File: config.mk
export PLATFORM = sky130hd
export DESIGN_NAME = load_store_unit
export DESIGN_NICKNAME = d
export VERILOG_FILES = /design/src/rtl/load_store_unit_pkg.sv /design/src/rtl/load_store_unit_align.sv /design/src/rtl/load_store_unit.sv
export SDC_FILE = /design/constraint.sdc
export NUM_CORES = 1
export LEC_CHECK = 0
export CORE_ASPECT_RATIO = 0.8
export CORE_MARGIN = 10
export CORE_UTILIZATION = 44
export DETAILED_ROUTE_END_ITERATION = 8
export PLACE_DENSITY_LB_ADDON = 0.1
export SETUP_SLACK_MARGIN = 0.1
export SLEW_MARGIN = 15
export SYNTH_ARGS = -nofsm -noshare
export SYNTH_HDL_FRONTEND = slang
export SYNTH_SLANG_ARGS = --single-unit
File: constraint.sdc
create_clock -name i_clk -period 1.8 [get_ports i_clk]
set_input_delay 0.45 -clock i_clk [delete_from_list [all_inputs] [get_ports i_clk]]
set_output_delay 0.45 -clock i_clk [all_outputs]
set_load 0.03 [all_outputs]
File: src/rtl/load_store_unit_pkg.sv
// Shared RV32I types for the memory stage: funct3 encodings for loads and
// stores, the load/store unit state encoding and an access-size helper.
package rv32i_types;

  localparam int XLEN = 32;

  typedef enum logic [2:0] {
    LB  = 3'b000,
    LH  = 3'b001,
    LW  = 3'b010,
    LBU = 3'b100,
    LHU = 3'b101
  } load_funct3_t;

  typedef enum logic [2:0] {
    SB = 3'b000,
    SH = 3'b001,
    SW = 3'b010
  } store_funct3_t;

  typedef enum logic [1:0] {
    IDLE,
    WAIT,
    DONE
  } lsu_state_t;

  typedef enum logic [1:0] {
    SIZE_BYTE,
    SIZE_HALF,
    SIZE_WORD
  } access_size_t;

  // Width is carried in funct3[1:0]; the reserved encodings (011, 110, 111)
  // fall through to a full word access.
  function automatic access_size_t access_size(input logic [2:0] funct3);
    access_size_t size;
    case (funct3[1:0])
      LB[1:0]: size = SIZE_BYTE;
      LH[1:0]: size = SIZE_HALF;
      default: size = SIZE_WORD;
    endcase
    return size;
  endfunction

endpackage

File: src/rtl/load_store_unit_align.sv
// Byte-lane steering for the load/store unit. The store side works on the
// live request (it is latched by the parent on acceptance); the load side
// works on the latched funct3/offset and the raw memory read data.
module lsu_align
  import rv32i_types::*;
(
  input  logic [2:0]      i_req_funct3,
  input  logic [1:0]      i_req_off,
  input  logic [XLEN-1:0] i_store_data,
  output logic [3:0]      o_wmask,
  output logic [XLEN-1:0] o_wdata,
  output logic            o_misalign,
  input  logic [2:0]      i_ld_funct3,
  input  logic [1:0]      i_ld_off,
  input  logic [XLEN-1:0] i_rdata,
  output logic [XLEN-1:0] o_load_data
);

  access_size_t w_req_size;
  access_size_t w_ld_size;
  logic [7:0]   w_byte;
  logic [15:0]  w_half;

  // Store mask/data shifting and alignment check for the incoming request.
  always_comb begin
    w_req_size = access_size(i_req_funct3);
    o_wmask    = 4'b0000;
    o_wdata    = '0;
    o_misalign = 1'b0;
    case (w_req_size)
      SIZE_BYTE: begin
        o_wmask = 4'b0001 << i_req_off;
        o_wdata = i_store_data << {i_req_off, 3'b000};
      end
      SIZE_HALF: begin
        o_wmask    = 4'b0011 << i_req_off;
        o_wdata    = i_store_data << {i_req_off, 3'b000};
        o_misalign = i_req_off[0];
      end
      default: begin
        o_wmask    = 4'b1111;
        o_wdata    = i_store_data;
        o_misalign = |i_req_off;
      end
    endcase
  end

  // Load lane selection and sign/zero extension; funct3[2] marks the unsigned forms.
  always_comb begin
    w_ld_size   = access_size(i_ld_funct3);
    w_byte      = i_rdata[{i_ld_off, 3'b000} +: 8];
    w_half      = i_rdata[{i_ld_off[1], 4'b0000} +: 16];
    o_load_data = i_rdata;
    case (w_ld_size)
      SIZE_BYTE: begin
        if (i_ld_funct3[2]) o_load_data = {24'b0, w_byte};
        else                o_load_data = {{24{w_byte[7]}}, w_byte};
      end
      SIZE_HALF: begin
        if (i_ld_funct3[2]) o_load_data = {16'b0, w_half};
        else                o_load_data = {{16{w_half[15]}}, w_half};
      end
      default: o_load_data = i_rdata;
    endcase
  end

endmodule

File: src/rtl/load_store_unit.sv
// Memory-stage data-memory controller: turns one load or store into a single
// word-aligned transaction, stalls the pipeline until the memory responds and
// returns the extended load result. Misaligned requests are rejected on the spot.
module load_store_unit
  import rv32i_types::*;
(
  input  logic            i_clk,
  input  logic            i_rst_n,
  input  logic            i_req_valid,
  input  logic            i_mem_read,
  input  logic            i_mem_write,
  input  logic [2:0]      i_funct3,
  input  logic [XLEN-1:0] i_addr,
  input  logic [XLEN-1:0] i_store_data,
  output logic            o_stall,
  output logic            o_done,
  output logic [XLEN-1:0] o_load_data,
  output logic            o_misalign,
  output logic [XLEN-1:0] o_dmem_address,
  output logic            o_dmem_read,
  output logic            o_dmem_write,
  output logic [3:0]      o_dmem_wmask,
  output logic [XLEN-1:0] o_dmem_wdata,
  input  logic [XLEN-1:0] i_dmem_rdata,
  input  logic            i_dmem_resp
);

  lsu_state_t      r_state;
  logic            r_dmem_read;
  logic            r_dmem_write;
  logic [3:0]      r_wmask;
  logic [XLEN-1:0] r_address;
  logic [XLEN-1:0] r_wdata;
  logic [XLEN-1:0] r_load_data;
  logic            r_done;
  logic [2:0]      r_ld_funct3;
  logic [1:0]      r_ld_off;

  logic            w_access;
  logic            w_misalign_term;
  logic [3:0]      w_wmask;
  logic [XLEN-1:0] w_wdata;
  logic [XLEN-1:0] w_load_data;

  assign w_access = i_req_valid & (i_mem_read | i_mem_write);

  lsu_align u_align (
    .i_req_funct3 (i_funct3),
    .i_req_off    (i_addr[1:0]),
    .i_store_data (i_store_data),
    .o_wmask      (w_wmask),
    .o_wdata      (w_wdata),
    .o_misalign   (w_misalign_term),
    .i_ld_funct3  (r_ld_funct3),
    .i_ld_off     (r_ld_off),
    .i_rdata      (i_dmem_rdata),
    .o_load_data  (w_load_data)
  );

  // A request is only evaluated in IDLE; the reset gate keeps the pulse quiet while held in reset.
  assign o_misalign = i_rst_n & (r_state == IDLE) & w_access & w_misalign_term;

  assign o_stall        = w_access & ~r_done & ~o_misalign;
  assign o_done         = r_done;
  assign o_load_data    = r_load_data;
  assign o_dmem_address = r_address;
  assign o_dmem_read    = r_dmem_read;
  assign o_dmem_write   = r_dmem_write;
  assign o_dmem_wmask   = r_wmask;
  assign o_dmem_wdata   = r_wdata;

  // Access FSM: latch the request in IDLE, hold the strobe in WAIT, pulse done in DONE.
  always_ff @(posedge i_clk or negedge i_rst_n) begin
    if (!i_rst_n) begin
      r_state      <= IDLE;
      r_dmem_read  <= 1'b0;
      r_dmem_write <= 1'b0;
      r_wmask      <= 4'b0000;
      r_address    <= '0;
      r_wdata      <= '0;
      r_load_data  <= '0;
      r_done       <= 1'b0;
      r_ld_funct3  <= 3'b000;
      r_ld_off     <= 2'b00;
    end else begin
      case (r_state)
        IDLE: begin
          r_done <= 1'b0;
          if (w_access && !w_misalign_term) begin
            r_address   <= {i_addr[XLEN-1:2], 2'b00};
            r_ld_funct3 <= i_funct3;
            r_ld_off    <= i_addr[1:0];
            if (i_mem_read) begin
              r_dmem_read <= 1'b1;
              r_wmask     <= 4'b0000;
              r_wdata     <= '0;
            end else begin
              r_dmem_write <= 1'b1;
              r_wmask      <= w_wmask;
              r_wdata      <= w_wdata;
            end
            r_state <= WAIT;
          end
        end
        WAIT: begin
          if (i_dmem_resp) begin
            r_dmem_read  <= 1'b0;
            r_dmem_write <= 1'b0;
            if (r_dmem_read) r_load_data <= w_load_data;
            r_done  <= 1'b1;
            r_state <= DONE;
          end
        end
        DONE: begin
          r_done  <= 1'b0;
          r_state <= IDLE;
        end
        default: begin
          r_done  <= 1'b0;
          r_state <= IDLE;
        end
      endcase
    end
  end

endmodule

After elaboration in Yosys (flattened, before gate mapping). Cells that the tools add are included.

Register bits: 108. Bits of input ports: 105. Output and inout bits: 105. Logic and storage cells: 70.

Equal/unequal tests: 9. Shift-type cells: 5. Muxes and demuxes: 22. Bitwise gates (word level): 9. Reductions and logical operators: 15.

Operators with widths (number): 32-bit two-way mux (4); 32-bit case mux with 2 select lines (1); 32-bit by 6-bit variable part select with 16-bit output (1); 32-bit by 6-bit variable part select with 8-bit output (1); 32-bit by 5-bit left shift with 32-bit output (1); 2-bit case mux with 2 select lines (3); 2-bit by 1-bit == test with 1-bit output, second input constant (5); 2-bit logical NOT (5); 4-bit case mux with 2 select lines (1); 4-bit AND reduction (2); 1-bit two-way mux (7); 1-bit AND (6); 2-bit inequality test, second input constant (3); 1-bit case mux with 2 select lines (3); 2-bit two-way mux (2); 4-bit two-way mux (1); 2-bit AND reduction (2); 2-bit OR reduction (2); 1-bit by 2-bit left shift with 4-bit output, first input constant (1); 2-bit by 2-bit left shift with 4-bit output, first input constant (1); 3-bit AND reduction (1); 2-bit by 1-bit inequality test with 1-bit output, second input constant (1); 1-bit NOT (2); 2-bit nonzero test (1); 3 further kinds (3).

Depth between registers and ports, before layout.
Depth in word-level cells: 8. Depth in mapped cells: 7. Depth with buffers taken out: 4.

By module. A second synthesis with hierarchy kept.

Cell total of the unflattened synthesis: 481. Area total of the unflattened synthesis: 5906.9 um^2.

Modules (own cells, without submodules): load_store_unit (times used 1, cells each 283, area an instance 4526.8 um^2, sequential area each 2702.6 um^2); lsu_align (times used 1, cells each 198, area an instance 1380.1 um^2, sequential area each 0.0 um^2).

Least setup slack after synthesis. OpenSTA, ideal clock, no wires.

Path kind: input to output. Start: in i_addr[0]. End: out o_stall. Arrival time: 2.232 ns. Required time: 1.350 ns. Path slack: -0.882 ns. Stages on the path: 5. Buffers on the path: 1. Cells stage by stage: buf_2 nor2_1 nor2_1 and4b_1 nor4b_1.

Cells in the longest elaborated chain, start to end: 5.

RTL lines: start: declaration (line load_store_unit.sv:13) `input logic [XLEN-1:0] i_addr,`; 2-bit OR reduction (line load_store_unit_align.sv:43) `o_misalign = |i_req_off;`; 1-bit case mux with 2 select lines (*) (line load_store_unit_align.sv:30) `case (w_req_size)`; 1-bit AND (*) (line load_store_unit.sv:61) `assign o_misalign = i_rst_n & (r_state == IDLE) & w_access & w_misalign_term;`; via o_misalign (line load_store_unit.sv:18) `output logic o_misalign,`; 1-bit NOT (*) (line load_store_unit.sv:63) `assign o_stall = w_access & ~r_done & ~o_misalign;`; 1-bit AND (*) (line load_store_unit.sv:63); end: declaration (line load_store_unit.sv:15) `output logic o_stall,`.

The timed path passes the listed nets; every way through them passes the cells marked *.

Worst setup path after layout.
Start: in i_mem_read. End: out o_stall.

Cells in the longest elaborated chain, start to end: 6. Elaborated cells between the ends (all ways): 7. Those cells by class: bitwise (7).

RTL lines: start: declaration (line load_store_unit.sv:10) `input logic i_mem_read,`; 1-bit bitwise OR (*) (line load_store_unit.sv:45) `assign w_access = i_req_valid & (i_mem_read | i_mem_write);`; 1-bit AND (*) (line load_store_unit.sv:45); 1-bit AND (2 in a row) (line load_store_unit.sv:61); 1-bit NOT (line load_store_unit.sv:63); 1-bit AND (*) (line load_store_unit.sv:63).

Every way passes the cells marked *; elsewhere a longest branch is shown, timed or not.

==> flow_metrics.py <==
metrics = {
    "yosys": {
        "synth-edff-count": 0,
        "ys_seq_elements": 108,
        "synthSimpleGateAreaFrac_pct": 13.9,
        "yosysTopAreaCellShare_pct": 51.3,
        "synth_cell_types": 45,
        "netlist_instances": 508,
        "synth_area_leader_cell": "dfrtp_1",
        "ys_top_cells_by_area": "dfrtp_1, mux2_2, nand2_1",
        "synth_xor_area_share_pct": 0.166,
        "synth_warnings": 0,
        "synth_top_family_by_area": "compound AO/OA/AOI/OAI gates",
        "async_reset_ff_share_pct": 100,
        "yosys-top-cells-count": "dfrtp_1, nand2_1, mux2_2",
        "yosys.cell_count.top_type": "dfrtp_1",
        "syn_area_per_cell_um2": 10.4,
        "synth_compound_area_share_pct": 17.2,
        "yosys.area_share.adder_pct": 0,
        "ys_dominant_reg_cell": "dfrtp_1",
        "synth-seq-area-share_pct": 51.3,
        "synth_mux_area_share_pct": 12.0,
        "synth_area_um2": 5260,
    },
    "placed_design": {
        "place_area_um2": 7830,
        "pre_cts_slack_ps": -620,
        "routabilityCongestion": 0.846,
        "port_buffers": 207,
        "hpwl_mm": 13.5,
    },
    "cts": {
        "clkSinkCount": 108,
        "cts_root_buffer": "clkbuf_16",
        "cts_hold_buf": 0,
        "cts_tree": "done",
        "cts_buffers": 9,
        "clk_latency_ps": 350,
        "clkTransAtPathRegs_ps": 70,
        "cts_buffer_depth": 2,
        "htreeDepth": 3,
    },
    "routing": {
        "wl_per_cell_um": 20.8,
        "drc": 0,
        "vias": 4952,
        "antenna_left": 0,
        "avgViaCountPerCell": 5.46,
        "dr.pass1.iters": 5,
        "dr.first_iter.drc_count": 348,
        "routed_wl_mm": 18.9,
    },
    "timing": {
        "max_freq_mhz": 506,
        "skew_ps": 7.99,
        "setup-violations-final": 26,
        "finalMaxSlewViolations": 0,
        "rsz0062_at_grt": "yes",
        "tightestPinTransition_ps": 603,
        "timing.final.crit_share_pct": 110,
        "hold_viol_final": 0,
        "fin_ws_ps": -176,
        "min_period_ps": 1980,
        "relSlewSlack_pct": 59.7,
        "finalSetupTns_ps": -522,
    },
    "critical_path": {
        "r2r_end": "o_dmem_wdata[1]$_DFFE_PN0P_",
        "reg2reg_from": "r_state[0]$_DFFE_PN0P_",
        "max_stage_delay_ps": 310,
        "crit_path_max_fanout": 2,
        "cp-endpoint": "o_stall",
        "crit_start": "i_mem_read",
        "crit_arrival_ps": 1530,
        "cp.required_ps": 1350,
        "crit_family": "simple AND/OR/NAND/NOR gates",
        "worstRegToRegCells": 8,
        "crit_cells": 5,
        "worst-setup-path-type": "input pin to output port",
        "end_kind": "output port",
        "critPathBufInv": 2,
        "startpoint_type": "input pin",
        "slowest_stage": "nor4b_4",
        "r2r_slack_ps": -20,
        "crit_chain": "dlygate4sd2_1 > nor2_4 > and4b_4 > nor4b_4 > buf_12",
    },
    "grt": {
        "grt_max_degree": 109,
        "grt-ovfl-total": 0,
        "antenna_found_initial": 0,
        "grt_pass1_vias": 4878,
        "grt_pass1_wl_mm": 28.3,
        "grt_util_all_layers_pct": 21.0,
    },
    "finish": {
        "final_nets": 858,
        "finish.instance_area_um2": 8500,
        "nFillCells": 841,
        "area_growth_pct": 61.5,
        "layout-drive-gt1-share_pct": 20.7,
        "finalCoreUtilization_pct": 73.3,
    },
    "floorplan": {
        "num_rows": 35,
        "start_util_pct": 45.4,
        "die_w_um": 142,
        "io_pins": 210,
        "core_area_um2": 11600,
        "die_y_um": 118,
        "dieArea_um2": 16800,
    },
    "run_status": {
        "violations": "setup timing",
        "status": "finished with violations",
    },
    "power_and_ir_drop": {
        "power_w": 0.0106,
        "power_density_nw_per_um2": 1240,
        "vdd_drop_max_uv": 677,
        "p_leak_nw": 4.10,
    },
    "run": {
        "maxCapViolCount": 0,
    },
    "worst_hold_path": {
        "min_path_type": "input pin to async pin",
    },
}
==> registers in the layout (all words and copies together), names as in the netlist, 2 cells and up <==
register / flops
r_ld_off: 2
o_dmem_address: 30
r_state: 2
o_dmem_wmask: 4
o_load_data: 32
o_dmem_wdata: 32
r_ld_funct3: 3
==> worst register-to-register path: stages (launching register included) <==
cell and delay, ps:
dfrtp_2 450, nor3b_4 230, buf_4 140, buf_6 110
o221ai_4 140, buf_12 180, buf_12 130, buf_16 130
a22o_1 220
==> per-stage QoR <==
step	hold slack (ps)	std cells
2_1_floorplan	154	509
3_3_place_gp	459	868
3_5_place_dp	469	868
4_1_cts	236	894
5_1_grt	247	906
6_report	204	907
==> area by class of cell <==
class | instances | area [µm²] | share of cell area, %
Antenna cell | 1 | 2.50 | 0.0294
Clock buffer | 9 | 225 | 2.65
Clock inverter | 7 | 92.6 | 1.09
Inverter | 19 | 71.3 | 0.839
Multi-Input combinational cell | 342 | 2430 | 28.5
Sequential cell | 108 | 2700 | 31.8
Tap cell | 148 | 185 | 2.18
Timing Repair Buffer | 273 | 2800 | 32.9
==> worst min path at each step <==
stage                                       from                             end  slack [ps]
finish                                   i_rst_n      o_load_data[6]$_DFFE_PN0P_         200
CTS                                      i_rst_n      o_load_data[6]$_DFFE_PN0P_         240
floorplan                                i_rst_n  o_dmem_address[10]$_DFFE_PN0P_         150
global placement     o_dmem_wmask[0]$_DFFE_PN0P_     o_dmem_wmask[0]$_DFFE_PN0P_         460
global route                             i_rst_n      o_load_data[6]$_DFFE_PN0P_         250
detailed placement  o_dmem_wdata[29]$_DFFE_PN0P_    o_dmem_wdata[29]$_DFFE_PN0P_         470
==> timing repair <==
item,4_1_cts,5_1_grt
pin swaps,6,34
cloned,2,8
gates resized for setup,129,37
endpoints found under the setup margin,177,70
setup buffers,9,6
hold endpoints to repair,0,0
==> where the power goes <==
group | internal (W) | switching, W
Clock | 0.00112 | 0.000979
Sequential | 0.00319 | 0.000432
Combinational | 0.00191 | 0.00295
==> cells by family (layout without fill, tap and decap cells) <==
logic type                count (synthesis)  count (layout)
other                                     1               3
AOI/OAI and AO/OA                       128             128
buffers and inverters                    60             308
DFF                                     108             108
xor gates and xnor gates                  1               1
muxes                                    58              58
and+or+nand+nor                         152             153
==> cell usage in the layout (no fill, tap or decap), types with 2 or more instances in the layout <==
master / instances
a221o_1: 8
a22o_1: 19
buf_16: 2
nand2_1: 56
mux2i_1: 15
nand2b_1: 9
nor3_1: 4
nor2b_1: 12
a2bb2oi_1: 15
buf_8: 2
dfrtp_1: 107
o21ai_1: 6
buf_2: 2
clkbuf_2: 2
nor2_4: 5
conb_1: 2
nand3_1: 33
buf_4: 36
clkdlybuf4s50_1: 96
a32oi_1: 6
dlygate4sd2_1: 102
nor2_1: 18
mux2_2: 42
o21ai_0: 25
a21o_1: 2
clkinv_4: 2
inv_1: 18
inv_6: 2
o211ai_1: 8
nand2_2: 4
o22ai_1: 2
buf_6: 9
clkbuf_16: 16
a21oi_1: 27
buf_12: 14
==> metal layers <==
metal	part of all wire, %	track usage, %	vias up
met4	1.2	4.34	0
li1	-	-	2316
met2	45	31.3	232
met1	45	29.0	2386
met3	9.5	7.06	18
met5	0	0	-
Note: power is estimated with default switching activity, not from simulation.
